===== config.mk =====
export PLATFORM = sky130hd
export DESIGN_NAME = alu_whole
export DESIGN_NICKNAME = d
export VERILOG_FILES = /design/src/rtl/alu_pkg.sv /design/src/rtl/add32_cin.sv /design/src/rtl/alu_whole.sv
export SDC_FILE = /design/constraint.sdc
export NUM_CORES = 1
export LEC_CHECK = 0
export BUFFER_PORTS_ARGS = -buffer_cell sky130_fd_sc_hd__buf_2
export CORE_AREA = 4 4 154 156
export DETAILED_ROUTE_END_ITERATION = 8
export DIE_AREA = 0 0 158 160
export PLACE_DENSITY = 0.78
export SETUP_SLACK_MARGIN = 0.05
export SKIP_CTS_REPAIR_TIMING = 1
export SLEW_MARGIN = 5
export SYNTH_ARGS = -nofsm -noshare
export SYNTH_HDL_FRONTEND = slang
export SYNTH_SLANG_ARGS = --single-unit

===== constraint.sdc =====
create_clock -name clkd -period 4.02 [get_ports clkd]
set_input_delay 0.402 -clock clkd [delete_from_list [all_inputs] [get_ports clkd]]
set_output_delay 0.402 -clock clkd [all_outputs]
set_load 0.005 [all_outputs]

===== src/rtl/alu_pkg.sv =====
// alu_pkg: shared ALU operation classes, funct codes and decoded operation kinds
package alu_pkg;
  localparam logic [1:0] OP_ADD = 2'b00, OP_SUB = 2'b01, OP_FUNCT = 2'b10, OP_OR = 2'b11;
  localparam logic [5:0] F_SLL = 6'b000000, F_ADD = 6'b100000, F_ADDU = 6'b100001,
    F_SUB = 6'b100010, F_SUBU = 6'b100011, F_AND = 6'b100100, F_OR = 6'b100101,
    F_XOR = 6'b100110, F_NOR = 6'b100111, F_SLT = 6'b101010, F_SLTU = 6'b101011;
  typedef enum logic [3:0] {K_ADD, K_SUB, K_AND, K_OR, K_XOR, K_NOR, K_SLT, K_SLTU, K_SLL, K_NONE} kind_t;
endpackage


===== src/rtl/add32_cin.sv =====
// add32_cin: adder with carry-in, carry-out and signed overflow
module add32_cin #(
  parameter int WIDTH = 32
) (
  input  logic [WIDTH-1:0] a,
  input  logic [WIDTH-1:0] b,
  input  logic             cin,
  output logic [WIDTH-1:0] sum,
  output logic             cout,
  output logic             ovf
);
  assign {cout, sum} = {1'b0, a} + {1'b0, b} + {{WIDTH{1'b0}}, cin};
  assign ovf = (a[WIDTH-1] == b[WIDTH-1]) && (sum[WIDTH-1] != a[WIDTH-1]);
endmodule


===== src/rtl/alu_whole.sv =====
// alu_whole: registered ALU with operand mux, funct decode and branch target adder
module alu_whole
  import alu_pkg::*;
#(
  parameter int WIDTH = 32
) (
  input  logic             clkd,
  input  logic             rst,
  input  logic [1:0]       alu_op,
  input  logic [5:0]       funct,
  input  logic             alu_src,
  input  logic [WIDTH-1:0] pc_plus4,
  input  logic [WIDTH-1:0] a_dat,
  input  logic [WIDTH-1:0] b_dat,
  input  logic [WIDTH-1:0] imm,
  output logic [WIDTH-1:0] result,
  output logic             zero,
  output logic             carryout,
  output logic             overflow,
  output logic [WIDTH-1:0] branch_target
);
  kind_t kind;
  logic [WIDTH-1:0] opb, add_b, sum, bt_sum, res_c;
  logic sub, arith, cout, ovf, unused_bt_cout, unused_bt_ovf;
  assign opb = alu_src ? imm : b_dat;
  always_comb begin
    kind = K_NONE;
    case (alu_op)
      OP_ADD: kind = K_ADD;
      OP_SUB: kind = K_SUB;
      OP_OR: kind = K_OR;
      default:
        case (funct)
          F_ADD, F_ADDU: kind = K_ADD;
          F_SUB, F_SUBU: kind = K_SUB;
          F_AND: kind = K_AND;
          F_OR: kind = K_OR;
          F_XOR: kind = K_XOR;
          F_NOR: kind = K_NOR;
          F_SLT: kind = K_SLT;
          F_SLTU: kind = K_SLTU;
          F_SLL: kind = K_SLL;
          default: kind = K_NONE;
        endcase
    endcase
  end
  // set-less-than compares reuse the subtracting adder
  assign sub = kind inside {K_SUB, K_SLT, K_SLTU};
  assign arith = kind inside {K_ADD, K_SUB};
  assign add_b = sub ? ~opb : opb;
  add32_cin #(.WIDTH(WIDTH)) u_alu_add (
    .a(a_dat), .b(add_b), .cin(sub), .sum(sum), .cout(cout), .ovf(ovf)
  );
  add32_cin #(.WIDTH(WIDTH)) u_bt_add (
    .a(pc_plus4), .b(imm), .cin(1'b0), .sum(bt_sum), .cout(unused_bt_cout), .ovf(unused_bt_ovf)
  );
  always_comb begin
    res_c = '0;
    case (kind)
      K_ADD, K_SUB: res_c = sum;
      K_AND: res_c = a_dat & opb;
      K_OR: res_c = a_dat | opb;
      K_XOR: res_c = a_dat ^ opb;
      K_NOR: res_c = ~(a_dat | opb);
      K_SLT: res_c = {{(WIDTH-1){1'b0}}, sum[WIDTH-1] ^ ovf};
      K_SLTU: res_c = {{(WIDTH-1){1'b0}}, ~cout};
      K_SLL: res_c = opb << a_dat[4:0];
      default: res_c = '0;
    endcase
  end
  always_ff @(posedge clkd or posedge rst) begin
    if (rst) begin
      result <= '0;
      zero <= 1'b0;
      carryout <= 1'b0;
      overflow <= 1'b0;
      branch_target <= '0;
    end else begin
      result <= res_c;
      zero <= res_c == '0;
      carryout <= arith & cout;
      overflow <= arith & ovf;
      branch_target <= bt_sum;
    end
  end
endmodule


Yosys cells after proc, flatten, opt, wreduce, memory -nomap -nowiden
Cells that the tools add are included. W data, S select, Z words.

$add $sub $neg: 3. $mul: 0. Divide/modulo/power cells: 0. Order comparisons: 0. Equal/unequal tests: 22. Shift-type cells: 1. Multiplexer cells: 5. Bitwise logic cells: 9. Reduce and logical (&&, ||, !) cells: 10.

Operators by type and width (count): $pmux W32 S8 (1); $mux W32 (2); $not A32 Y32 (2); $eq A6 B6 Y1 const B (10); $pmux W4 S9 (1); $add A32 B32 Y33 (1); $add A33 B1 Y33 (1); $add A32 B32 Y32 (1); $and A32 B32 Y32 (1); $logic_not A32 Y1 (1); $or A32 B32 Y32 (1); $shl A32 B5 Y32 (1); $xor A32 B32 Y32 (1); $eq A4 B3 Y1 const B (4); $pmux W4 S3 (1); $eq A4 B2 Y1 const B (2); $logic_not A6 Y1 (1); $reduce_or A2 Y1 (3); $eq A4 B1 Y1 const B (1); $eq A4 B4 Y1 const B (1); $logic_not A4 Y1 (1); $reduce_bool A3 Y1 (1); $and A1 B1 Y1 (2); $eq A2 B1 Y1 const B (1); other kinds (8) (8).

Flip-flop bits (word level): 67. Bits in latches: 0. Bits in writable memories: 0. ROM bits: 0. Output and inout port bits: 67. Word-level logic and storage cells: 55. Memories: 0.

Depth between registers and ports, before layout
Gate-level depths: netlist (run 1).

Word-level depth: 14. Depth in mapped cells: 23.

Hierarchy
From an unflattened synthesis (run 1), not the netlist that was laid out.

Cells, all modules: 1256. Area total of the unflattened synthesis: 10960.5 um^2.

Modules (own cells, without submodules): alu_whole (times used 1, cells each 777, area an instance 7412.1 um^2, seq. area each 1676.6 um^2); add32_cin at u_bt_add (times used 1, cells each 251, area an instance 1861.8 um^2, seq. area each 0.0 um^2); add32_cin at u_alu_add (times used 1, cells each 228, area an instance 1686.6 um^2, seq. area each 0.0 um^2).

Worst setup path after synthesis (run 1)
No wires, ideal clock.

Kind: input to register. From: in alu_src. To: reg zero. Arrival time: 5487 ps. Data required time: 3924 ps. Slack: -1562 ps. Cell stages on the path: 22. Path through: buf_6 buf_12 buf_4 buf_2 buf_1 buf_1 mux2i_1 inv_1 xnor2_1 ha_1 clkbuf_1 nand3_1 nor2_1 o31ai_1 a211o_1 a211oi_1 o21ai_0 nand4_1 o311ai_0 or4b_1 or4_1 nor4_2.

Elaborated cells between the ends (all ways): 17. Classes of those cells: 2 x add/sub; 2 x eq/ne; 1 x shift; 3 x mux; 7 x bitwise; 2 x reduce/logical.

RTL lines: from (decl) (line alu_whole.sv:11) `input logic alu_src,`; $mux W32 (*) (line alu_whole.sv:25) `assign opb = alu_src ? imm : b_dat;`; $not A32 Y32 (line alu_whole.sv:50) `assign add_b = sub ? ~opb : opb;`; $mux W32 (line alu_whole.sv:50); $add A32 B32 Y33 (line add32_cin.sv:12) `assign {cout, sum} = {1'b0, a} + {1'b0, b} + {{WIDTH{1'b0}}, cin};`; $add A33 B1 Y33 (line add32_cin.sv:12); $pmux W32 S8 (*) (line alu_whole.sv:59) `case (kind)`; named net res_c[28] (line alu_whole.sv:23) `logic [WIDTH-1:0] opb, add_b, sum, bt_sum, res_c;`; $logic_not A32 Y1 (*) (line alu_whole.sv:80) `zero <= res_c == '0;`; to (signal assigned) (line alu_whole.sv:74) `zero <= 1'b0;`; to (signal assigned) (line alu_whole.sv:80); to (decl) (line alu_whole.sv:17) `output logic zero,`.

Mark *: on every way through the listed nets, which the timed path passes. The rest lies on a longest branch.

Worst setup path in the final report (run 1)
From: in funct[2]. To: reg zero.

Elaborated cells between the ends (all ways): 36. Classes of those cells: 2 x add/sub; 20 x eq/ne; 4 x mux; 2 x bitwise; 8 x reduce/logical.

RTL lines: from (decl) (line alu_whole.sv:10) `input logic [5:0] funct,`; $eq A6 B6 Y1 (line alu_whole.sv:33) `case (funct)`; $reduce_or A2 Y1 (line alu_whole.sv:33); $pmux W4 S9 (*) (line alu_whole.sv:33); $pmux W4 S3 (*) (line alu_whole.sv:28) `case (alu_op)`; $eq A4 B1 Y1 / $eq A4 B3 Y1 (equally long branches) (line alu_whole.sv:48, alu_whole.sv:59); $reduce_bool A3 Y1 (line alu_whole.sv:48) `assign sub = kind inside {K_SUB, K_SLT, K_SLTU};`; $mux W32 (line alu_whole.sv:50); $add A32 B32 Y33 (line add32_cin.sv:12); $add A33 B1 Y33 (line add32_cin.sv:12); $pmux W32 S8 (*) (line alu_whole.sv:59); named net res_c[27] (line alu_whole.sv:23); $logic_not A32 Y1 (*) (line alu_whole.sv:80).

Marked as above.

==> results of run 1 <==
## power groups by stage
stage	sequential (W)	combinational, W	clock (W)
detailed placement	0.000859	0.00248	0
global route	0.000863	0.00286	0.000905
CTS	0.000850	0.00250	0.000882
global placement	0.000858	0.00243	0
floorplan	0.000885	0.00128	0
finish	0.000848	0.00266	0.000874
## cells in the mapped netlist (all sizes together) (3+ instances only)
master	n	area share, %
a21boi	5	0.34
a211oi	19	1.3
o211a	3	0.27
o311ai	4	0.32
xor2	4	0.32
nand2b	15	0.85
nor3	30	1.4
a31oi	11	0.63
mux4	55	12
a221o	17	1.5
a2111oi	7	0.74
a21o	28	1.9
mux2	12	1.2
a21oi	77	3.5
a211o	10	0.80
inv	89	3.0
o21ai	84	3.9
and2	9	0.51
clkbuf	33	1.2
nand3b	4	0.27
o22ai	7	0.40
o211ai	19	1.3
o221ai	5	0.40
nor4bb	3	0.27
dfrtp	67	15
mux2i	70	6.5
nor2b	9	0.51
xnor2	63	5.0
o21a	14	0.96
nand2	121	4.1
or3	6	0.34
ha	130	15
a41o	3	0.27
nor4	4	0.40
nand3	28	1.3
o21bai	8	0.55
o31a	4	0.32
and3	8	0.46
buf	35	2.0
nor2	90	3.1
a221oi	18	1.5
nand4	10	0.57
o31ai	8	0.55
nor3b	4	0.27
## final cells by class
| cell class | instances | area (µm²) | share of cell area (%) |
|---|---|---|---|
| clock buffer | 11 | 253 | 1.64 |
| clock inverter | 5 | 60.1 | 0.390 |
| inverter | 90 | 338 | 2.20 |
| multi-input combinational | 1055 | 8910 | 57.9 |
| sequential | 67 | 1680 | 10.9 |
| tap | 285 | 357 | 2.32 |
| timing repair buffer | 559 | 3790 | 24.6 |
## worst paths after layout
check,cells after the start,to,startpoint
min,2,overflow,rst
max,19,zero,funct[2]
min in group clkd,2,branch_target[0],pc_plus4[0]
max in group asynchronous,3,branch_target[1],rst
## flip-flops by register name, indices dropped and copies added, names as in the netlist
| signal | count |
|---|---|
| branch_target | 32 |
| result | 32 |
| zero | 1 |
| overflow | 1 |
| carryout | 1 |
## per-stage QoR
stage               TNS, ns  util [%]  total power, W
floorplan            -0.490         -         0.00216
global placement      -2.81      65.6         0.00329
detailed placement    -3.51      65.6         0.00333
CTS                   -1.02      67.0         0.00423
global route          -1.22      68.8         0.00462
finish               -0.733      68.8         0.00438
## metal layers
layer,up-vias,part of all wire (%),global-route usage (%)
met1,5987,40,42.9
met5,-,0.030,0
met4,2,4.4,12.1
met2,772,45,51.2
met3,156,11,7.40
li1,5821,-,-
## logic make-up (layout without fill, tap and decap cells)
logic type / Yosys count / in the layout / synth area share, %
compound gates: 369 / 369 / 23.1
xor+xnor: 67 / 67 / 5.34
fa+ha+maj: 132 / 132 / 15.2
buf+inv: 158 / 665 / 6.27
flops: 67 / 67 / 15.3
mux: 137 / 137 / 19.8
simple gates: 350 / 350 / 15.1
==> flow_metrics.py, run 1 <==
metrics = {
    "global_route": {
        "track_usage_pct": 32.3,
        "grt_pass1_vias": 12200,
        "grt_pass1_wl_um": 65400,
        "grt_max_degree": 38,
        "overflow": 0,
        "antenna_found_initial": 1,
    },
    "synth": {
        "synth-edff-count": 0,
        "syn_inst": 1280,
        "synth-async-reset-ratio_pct": 100,
        "yosysSeqAreaShare_pct": 15.3,
        "avgSynthCellArea_um2": 8.59,
        "ys_dominant_reg_cell": "dfrtp_1",
        "synth_cell_type_count": 84,
        "ys_ff_latch": 67,
        "synth_nets": 1551,
        "ys_warn_count": 0,
        "syn_area_um2": 11000,
    },
    "layout": {
        "drive_above_1_share_pct": 38.2,
        "layout.cells.most_common_list": "347 x buf_4, 202 x buf_2, 129 x ha_1, 119 x nand2_1, 89 x nor2_1",
        "final_common_cell": "buf_4",
        "final_area_um2": 15400,
        "nFillCells": 1728,
        "fin_nets": 2053,
        "diodes": 0,
        "area_growth_pct": 40.0,
        "final_cells": 2072,
    },
    "routing": {
        "drt_wl_total_um": 43100,
        "drc": 0,
        "drtAntennaViolNets": 0,
        "drtPass1Iterations": 8,
        "avgViaCountPerCell": 6.15,
        "wire_per_inst_um": 20.8,
        "vias": 12700,
        "drt_iter0_drc": 1265,
    },
    "power_and_ir_drop": {
        "p_switching_w": 0.00174,
        "power_frac_comb_pct": 60.7,
        "intPower_w": 0.00264,
        "pwr-share-clk_pct": 20.0,
        "p_per_area_nw_per_um2": 285,
        "vdd_ir_drop_max_uv": 197,
        "seqPwrFrac_pct": 19.4,
        "total_leakage_power_nw": 7.65,
        "power.share.switching_pct": 39.7,
    },
    "cts": {
        "cts_root_buf": "clkbuf_16",
        "cts_buffers": 9,
        "clk_path_buf_depth": 2,
        "htree_levels": 3,
        "cts_tree": "built",
        "cts_sinks": 67,
        "path_clk_slew_ns": 0.07,
    },
    "setup_path": {
        "path_class": "in -> reg",
        "path_buf_inv": 4,
        "crit_fanout": 7,
        "critical_path.max_stage_delay_ns": 0.54,
        "startpoint_type": "input port",
        "cp-end-kind": "flop",
        "worstPathRequired_ns": 4.28,
        "cp_top_family": "simple AND/OR/NAND/NOR gates",
        "critical_path_arrival_ns": 4.63,
        "crit_slowest_cell": "or4b_1",
        "path_cells": "buf_6 > or3b_4 > a2bb2oi_4 > buf_12 > buf_8 > xnor2_2 > ha_1 > a21oi_2 > o21ai_2 > a2111oi_4 > nor3_2 > a21oi_1 > nor2_1 > buf_4 > a22oi_1 > o21ai_1 > or4b_1 > or4_4 > nor4_2",
    },
    "place": {
        "postPlaceCellArea_um2": 14700,
        "dp_cells": 2037,
        "dp_hpwl_um": 34300,
        "place.gp.congestion": 1.03,
        "io_buffer_count": 205,
        "dp_slack_ns": -0.810,
    },
    "timing": {
        "finalCriticalPeriod_ns": 4.37,
        "post-route-period-util_pct": 109,
        "whs_ns": 0.189,
        "worst-slew-pin-transition_ns": 0.982,
        "max-slew-margin-rel_pct": 33.9,
        "drv_slew": 0,
        "rsz0062_at_grt": "yes",
        "setup_violations": 4,
        "clock.fmax_mhz": 229,
        "finalHoldViolCount": 0,
        "fin_ws_ns": -0.351,
    },
    "floorplanning": {
        "ios": 206,
        "initial_core_util_pct": 49.1,
        "num_rows": 55,
        "die_area_um2": 25300,
        "fp.dieH_um": 160,
        "core-area_um2": 22400,
        "die_x_um": 158,
    },
    "flow_run": {
        "drv_cap": 0,
    },
    "worst_hold_path": {
        "hold_class": "in -> async",
    },
    "outcome": {
        "status": "complete, but fails checks",
        "violations": "setup timing",
    },
}
Power figures use the tool's default switching activity.
==> inputs of run 2 (changes only) <==
SETUP_SLACK_MARGIN = 0.4   (was 0.05)
==> run 2 against run 1 <==
The run still ends with setup timing left. Non-clock buffer count increased by 27. Setup slack improved by 0.063 ns. Via count increased by 0.62%.
==> flow_metrics.py, run 2 (synthesis results as in run 1) <==
metrics = {
    "layout": {
        "top_regs": "branch_target x32, result x32",
        "layout.cells.most_common_list": "369 x buf_4, 203 x buf_2, 129 x ha_1, 120 x nand2_1, 88 x nor2_1",
        "nFillCells": 1694,
        "fin_nets": 2080,
        "final_common_cell": "buf_4",
        "final_cells": 2099,
        "diodes": 0,
        "area_growth_pct": 42.5,
        "drive_above_1_share_pct": 39.5,
    },
    "floorplanning": {
        "ios": 206,
        "fp.dieH_um": 160,
        "core-area_um2": 22400,
        "num_rows": 55,
        "die_x_um": 158,
        "initial_core_util_pct": 49.1,
        "die_area_um2": 25300,
    },
    "timing": {
        "finalCriticalPeriod_ns": 4.31,
        "fin_ws_ns": -0.288,
        "whs_ns": 0.178,
        "max-slew-margin-rel_pct": 22.5,
        "clock.fmax_mhz": 232,
        "worst-slew-pin-transition_ns": 1.15,
        "fin_setup_tns_ns": -0.378,
        "drv_slew": 0,
        "finalHoldViolCount": 0,
        "post-route-period-util_pct": 107,
        "rsz0062_at_grt": "yes",
        "setup_violations": 2,
    },
    "place": {
        "dp_cells": 2073,
        "dp_slack_ns": -0.921,
        "io_buffer_count": 205,
        "place.gp.congestion": 1.07,
        "dp_hpwl_um": 34800,
    },
    "routing": {
        "avgViaCountPerCell": 6.11,
        "wire_per_inst_um": 20.7,
        "drt_wl_total_um": 43400,
        "drtPass1Iterations": 6,
        "drtAntennaViolNets": 0,
        "drt_iter0_drc": 1479,
        "drc": 0,
        "vias": 12800,
    },
    "flow_run": {
        "drv_cap": 0,
    },
    "global_route": {
        "antenna_found_initial": 0,
        "track_usage_pct": 33.2,
        "grt_max_degree": 36,
        "grt_pass1_vias": 12700,
        "grt_pass1_wl_um": 67200,
        "overflow": 0,
    },
    "setup_path": {
        "crit_slowest_cell": "or4_4",
        "path_cells": "buf_2 > or3b_4 > a2bb2oi_4 > xnor2_1 > ha_1 > nor2b_4 > o31a_1 > o31ai_4 > buf_4 > nand2_2 > a2111oi_4 > nor3_1 > xnor2_1 > o221ai_2 > nor4_2 > nand4b_1 > or4_4 > nor4_2",
        "startpoint_type": "input port",
        "cp-end-kind": "flop",
        "critical_path.max_stage_delay_ns": 0.50,
        "path_class": "in -> reg",
        "worstPathRequired_ns": 4.29,
        "critical_path_arrival_ns": 4.58,
        "crit_fanout": 6,
    },
    "power_and_ir_drop": {
        "p_per_area_nw_per_um2": 284,
        "p_total_w": 0.00444,
        "vdd_ir_drop_max_uv": 212,
        "total_leakage_power_nw": 7.79,
    },
    "worst_hold_path": {
        "hold_class": "in -> async",
    },
    "cts": {
        "htree_levels": 3,
        "cts_sinks": 67,
        "cts_root_buf": "clkbuf_16",
        "path_clk_slew_ns": 0.06,
        "cts_buffers": 9,
        "clk_path_buf_depth": 2,
        "cts_tree": "built",
    },
    "outcome": {
        "status": "complete, but fails checks",
        "violations": "setup timing",
    },
}
[run 2: worst paths after layout]
check	slack [ns]	endpoint	startpoint	depth (start not counted)
worst max-delay path	-0.29	zero	funct[4]	18
max in group asynchronous	2.90	result[5]	rst	3
worst min-delay path	0.18	result[29]	rst	2
min in group clkd	0.30	branch_target[0]	pc_plus4[0]	2
[run 2: metal layers]
| layer | vias up | GRT usage, % | part of all wire [%] |
|---|---|---|---|
| met4 | 0 | 14.0 | 4.6 |
| met2 | 736 | 52.6 | 46 |
| met5 | - | 0 | 0 |
| met3 | 140 | 6.04 | 9.3 |
| li1 | 5885 | - | - |
| met1 | 6056 | 44.4 | 40 |
[run 2: critical path: cells and delay by family]
family	cells	cell delay [ns]
buffers and inverters	2	0.28
adders and majority gates	1	0.32
and+or+nand+nor	8	1.85
xor gates and xnor gates	2	0.42
AOI/OAI and AO/OA	5	1.30
[run 2: area by class of cell]
| cell class | count | area [µm²] | share of cell area, % |
|---|---|---|---|
| Clock inverter | 5 | 85.1 | 0.543 |
| Timing Repair Buffer | 586 | 3990 | 25.5 |
| Tap cell | 285 | 357 | 2.28 |
| Multi-Input combinational cell | 1055 | 8980 | 57.3 |
| Sequential cell | 67 | 1680 | 10.7 |
| Inverter | 90 | 338 | 2.16 |
| Clock buffer | 11 | 243 | 1.55 |
[run 2: metrics by stage]
stage | cell area [µm²] | util (%)
2_1_floorplan | 11100 | -
3_5_place_dp | 14900 | 66.8
6_report | 15700 | 70.0
3_3_place_gp | 14900 | 66.8
5_1_grt | 15700 | 70.0
4_1_cts | 15300 | 68.3
[run 2: power breakdown]
group	internal (W)	total (W)	switching [W]
Combinational	0.00133	0.00267	0.00134
Sequential	0.000814	0.000848	0.0000340
Clock	0.000565	0.000926	0.000361
==> inputs of run 3 (changes only) <==
CORE_AREA = 2 2 152 154   (was 4 4 154 156)
DIE_AREA = 0 0 154 156   (was 0 0 158 160)
==> run 3 against run 2 <==
The run still ends with setup timing left. Die area shrank 5.0%. Final cell count grew 0.19%. Combinational power is essentially flat. Sequential share of layout area is essentially flat. Global-route usage grew 2.1 points. Routed wire length grew 0.43%. Critical path depth is the same.
==> flow_metrics.py, run 3 (synthesis results as in run 1) <==
metrics = {
    "outcome": {
        "status": "complete, but fails checks",
        "violations": "setup timing",
    },
    "floorplanning": {
        "fp.dieH_um": 156,
        "die_area_um2": 24000,
        "die_x_um": 154,
        "initial_core_util_pct": 49.1,
        "num_rows": 55,
        "ios": 206,
        "core-area_um2": 22400,
    },
    "routing": {
        "drc": 0,
        "drt_iter0_drc": 1456,
        "drtPass1Iterations": 6,
        "vias": 13000,
        "drtAntennaViolNets": 0,
        "wire_per_inst_um": 20.7,
        "avgViaCountPerCell": 6.17,
        "drt_wl_total_um": 43600,
    },
    "timing": {
        "drv_slew": 0,
        "fin_ws_ns": -0.288,
        "worst-slew-pin-transition_ns": 1.19,
        "finalCriticalPeriod_ns": 4.31,
        "post-route-period-util_pct": 107,
        "rsz0062_at_grt": "yes",
        "finalHoldViolCount": 0,
        "setup_violations": 1,
        "clock.fmax_mhz": 232,
        "fin_setup_tns_ns": -0.288,
        "max-slew-margin-rel_pct": 19.6,
    },
    "cts": {
        "clk_path_buf_depth": 2,
        "cts_sinks": 67,
        "path_clk_slew_ns": 0.06,
        "cts_root_buf": "clkbuf_16",
        "htree_levels": 3,
        "cts_buffers": 9,
        "cts_tree": "built",
    },
    "global_route": {
        "grt_max_degree": 36,
        "antenna_found_initial": 1,
        "grt_pass1_vias": 12700,
        "track_usage_pct": 35.3,
        "grt_pass1_wl_um": 67000,
        "overflow": 0,
    },
    "place": {
        "dp_cells": 2079,
        "place.gp.congestion": 0.991,
        "io_buffer_count": 205,
        "dp_hpwl_um": 35200,
    },
    "layout": {
        "top_regs": "branch_target x32, result x32",
        "area_growth_pct": 43.0,
        "nFillCells": 1675,
        "final_common_cell": "buf_4",
        "final_cells": 2103,
        "drive_above_1_share_pct": 39.3,
        "fin_nets": 2083,
        "layout.cells.most_common_list": "375 x buf_4, 203 x buf_2, 129 x ha_1, 120 x nand2_1, 89 x nor2_1",
    },
    "setup_path": {
        "path_class": "in -> reg",
        "startpoint_type": "input port",
        "path_cells": "buf_2 > or3b_4 > a2bb2oi_4 > buf_12 > xnor2_1 > ha_1 > o21a_1 > o31a_1 > o31ai_4 > a211o_1 > a211oi_4 > o21bai_1 > mux2i_1 > nand2_1 > o211ai_1 > or4b_1 > or4_4 > nor4_4",
        "critical_path.max_stage_delay_ns": 0.51,
        "cp_top_family": "compound AO/OA/AOI/OAI gates",
        "crit_fanout": 10,
        "path_buf_inv": 2,
        "worstPathRequired_ns": 4.28,
        "crit_slowest_cell": "or4_4",
        "critical_path_arrival_ns": 4.57,
        "cp-end-kind": "flop",
    },
    "worst_hold_path": {
        "hold_class": "in -> async",
    },
    "power_and_ir_drop": {
        "seqPwrFrac_pct": 18.7,
        "power.share.switching_pct": 38.5,
        "p_switching_w": 0.00174,
        "vdd_ir_drop_max_uv": 206,
        "p_per_area_nw_per_um2": 288,
        "total_leakage_power_nw": 7.83,
        "intPower_w": 0.00278,
        "pwr-share-clk_pct": 21.7,
        "power_frac_comb_pct": 59.6,
    },
    "flow_run": {
        "drv_cap": 0,
    },
}
-- run 3: changes by cell type in the layout (fill, tap and decap cells not counted), moves of 2 or more --
cell	before	now
a21oi_1	70	74
a21oi_2	7	3
buf_12	5	7
buf_4	369	375
buf_6	9	3
o21ai_1	8	10
xnor2_1	58	60
xnor2_2	5	3
-- run 3: cell type report --
type | instances | area (µm²) | area share, %
multi-input cells | 1055 | 8980 | 57.1
repair buffers | 589 | 4010 | 25.5
flip-flops and latches | 67 | 1680 | 10.7
well taps | 285 | 357 | 2.27
inverters | 90 | 338 | 2.15
clock buffers | 10 | 239 | 1.52
clock inverters | 6 | 111 | 0.708
diodes | 1 | 2.50 | 0.0159
-- run 3: path summary, 6_finish.rpt --
kind / to / start / cells after the start / slack, ns
max: zero / funct[2] / 18 / -0.29
min: result[28] / rst / 2 / 0.20
max in group asynchronous: branch_target[19] / rst / 3 / 2.86
min in group clkd: branch_target[0] / pc_plus4[0] / 2 / 0.28
-- run 3: metrics by stage --
step | hold slack, ns | setup WS (ns) | utilization [%] | total power, W | cell area, µm²
finish | 0.195 | -0.288 | 70.3 | 0.00452 | 15700
global placement | 0.602 | -0.721 | 67.2 | 0.00332 | 15000
CTS | 0.234 | -0.519 | 68.8 | 0.00438 | 15400
global route | 0.276 | -0.418 | 70.3 | 0.00477 | 15700
floorplan | 0.529 | -0.472 | - | 0.00217 | 11100
detailed placement | 0.608 | -0.899 | 67.2 | 0.00338 | 15000
-- run 3: metal layers --
layer / part of all wire [%] / vias to the layer above / global-route usage [%]
li1: - / 5883 / -
met1: 40 / 6149 / 44.6
met2: 45 / 778 / 57.3
met3: 9.6 / 171 / 7.72
met4: 5.4 / 0 / 17.4
met5: 0 / - / 0
-- run 3: power by group through the flow --
| stage | registers, W | clock network [W] | logic [W] |
|---|---|---|---|
| 2_1_floorplan | 0.000885 | 0 | 0.00128 |
| 3_3_place_gp | 0.000858 | 0 | 0.00246 |
| 3_5_place_dp | 0.000858 | 0 | 0.00252 |
| 4_1_cts | 0.000848 | 0.000992 | 0.00254 |
| 5_1_grt | 0.000859 | 0.00102 | 0.00289 |
| 6_report | 0.000847 | 0.000981 | 0.00270 |
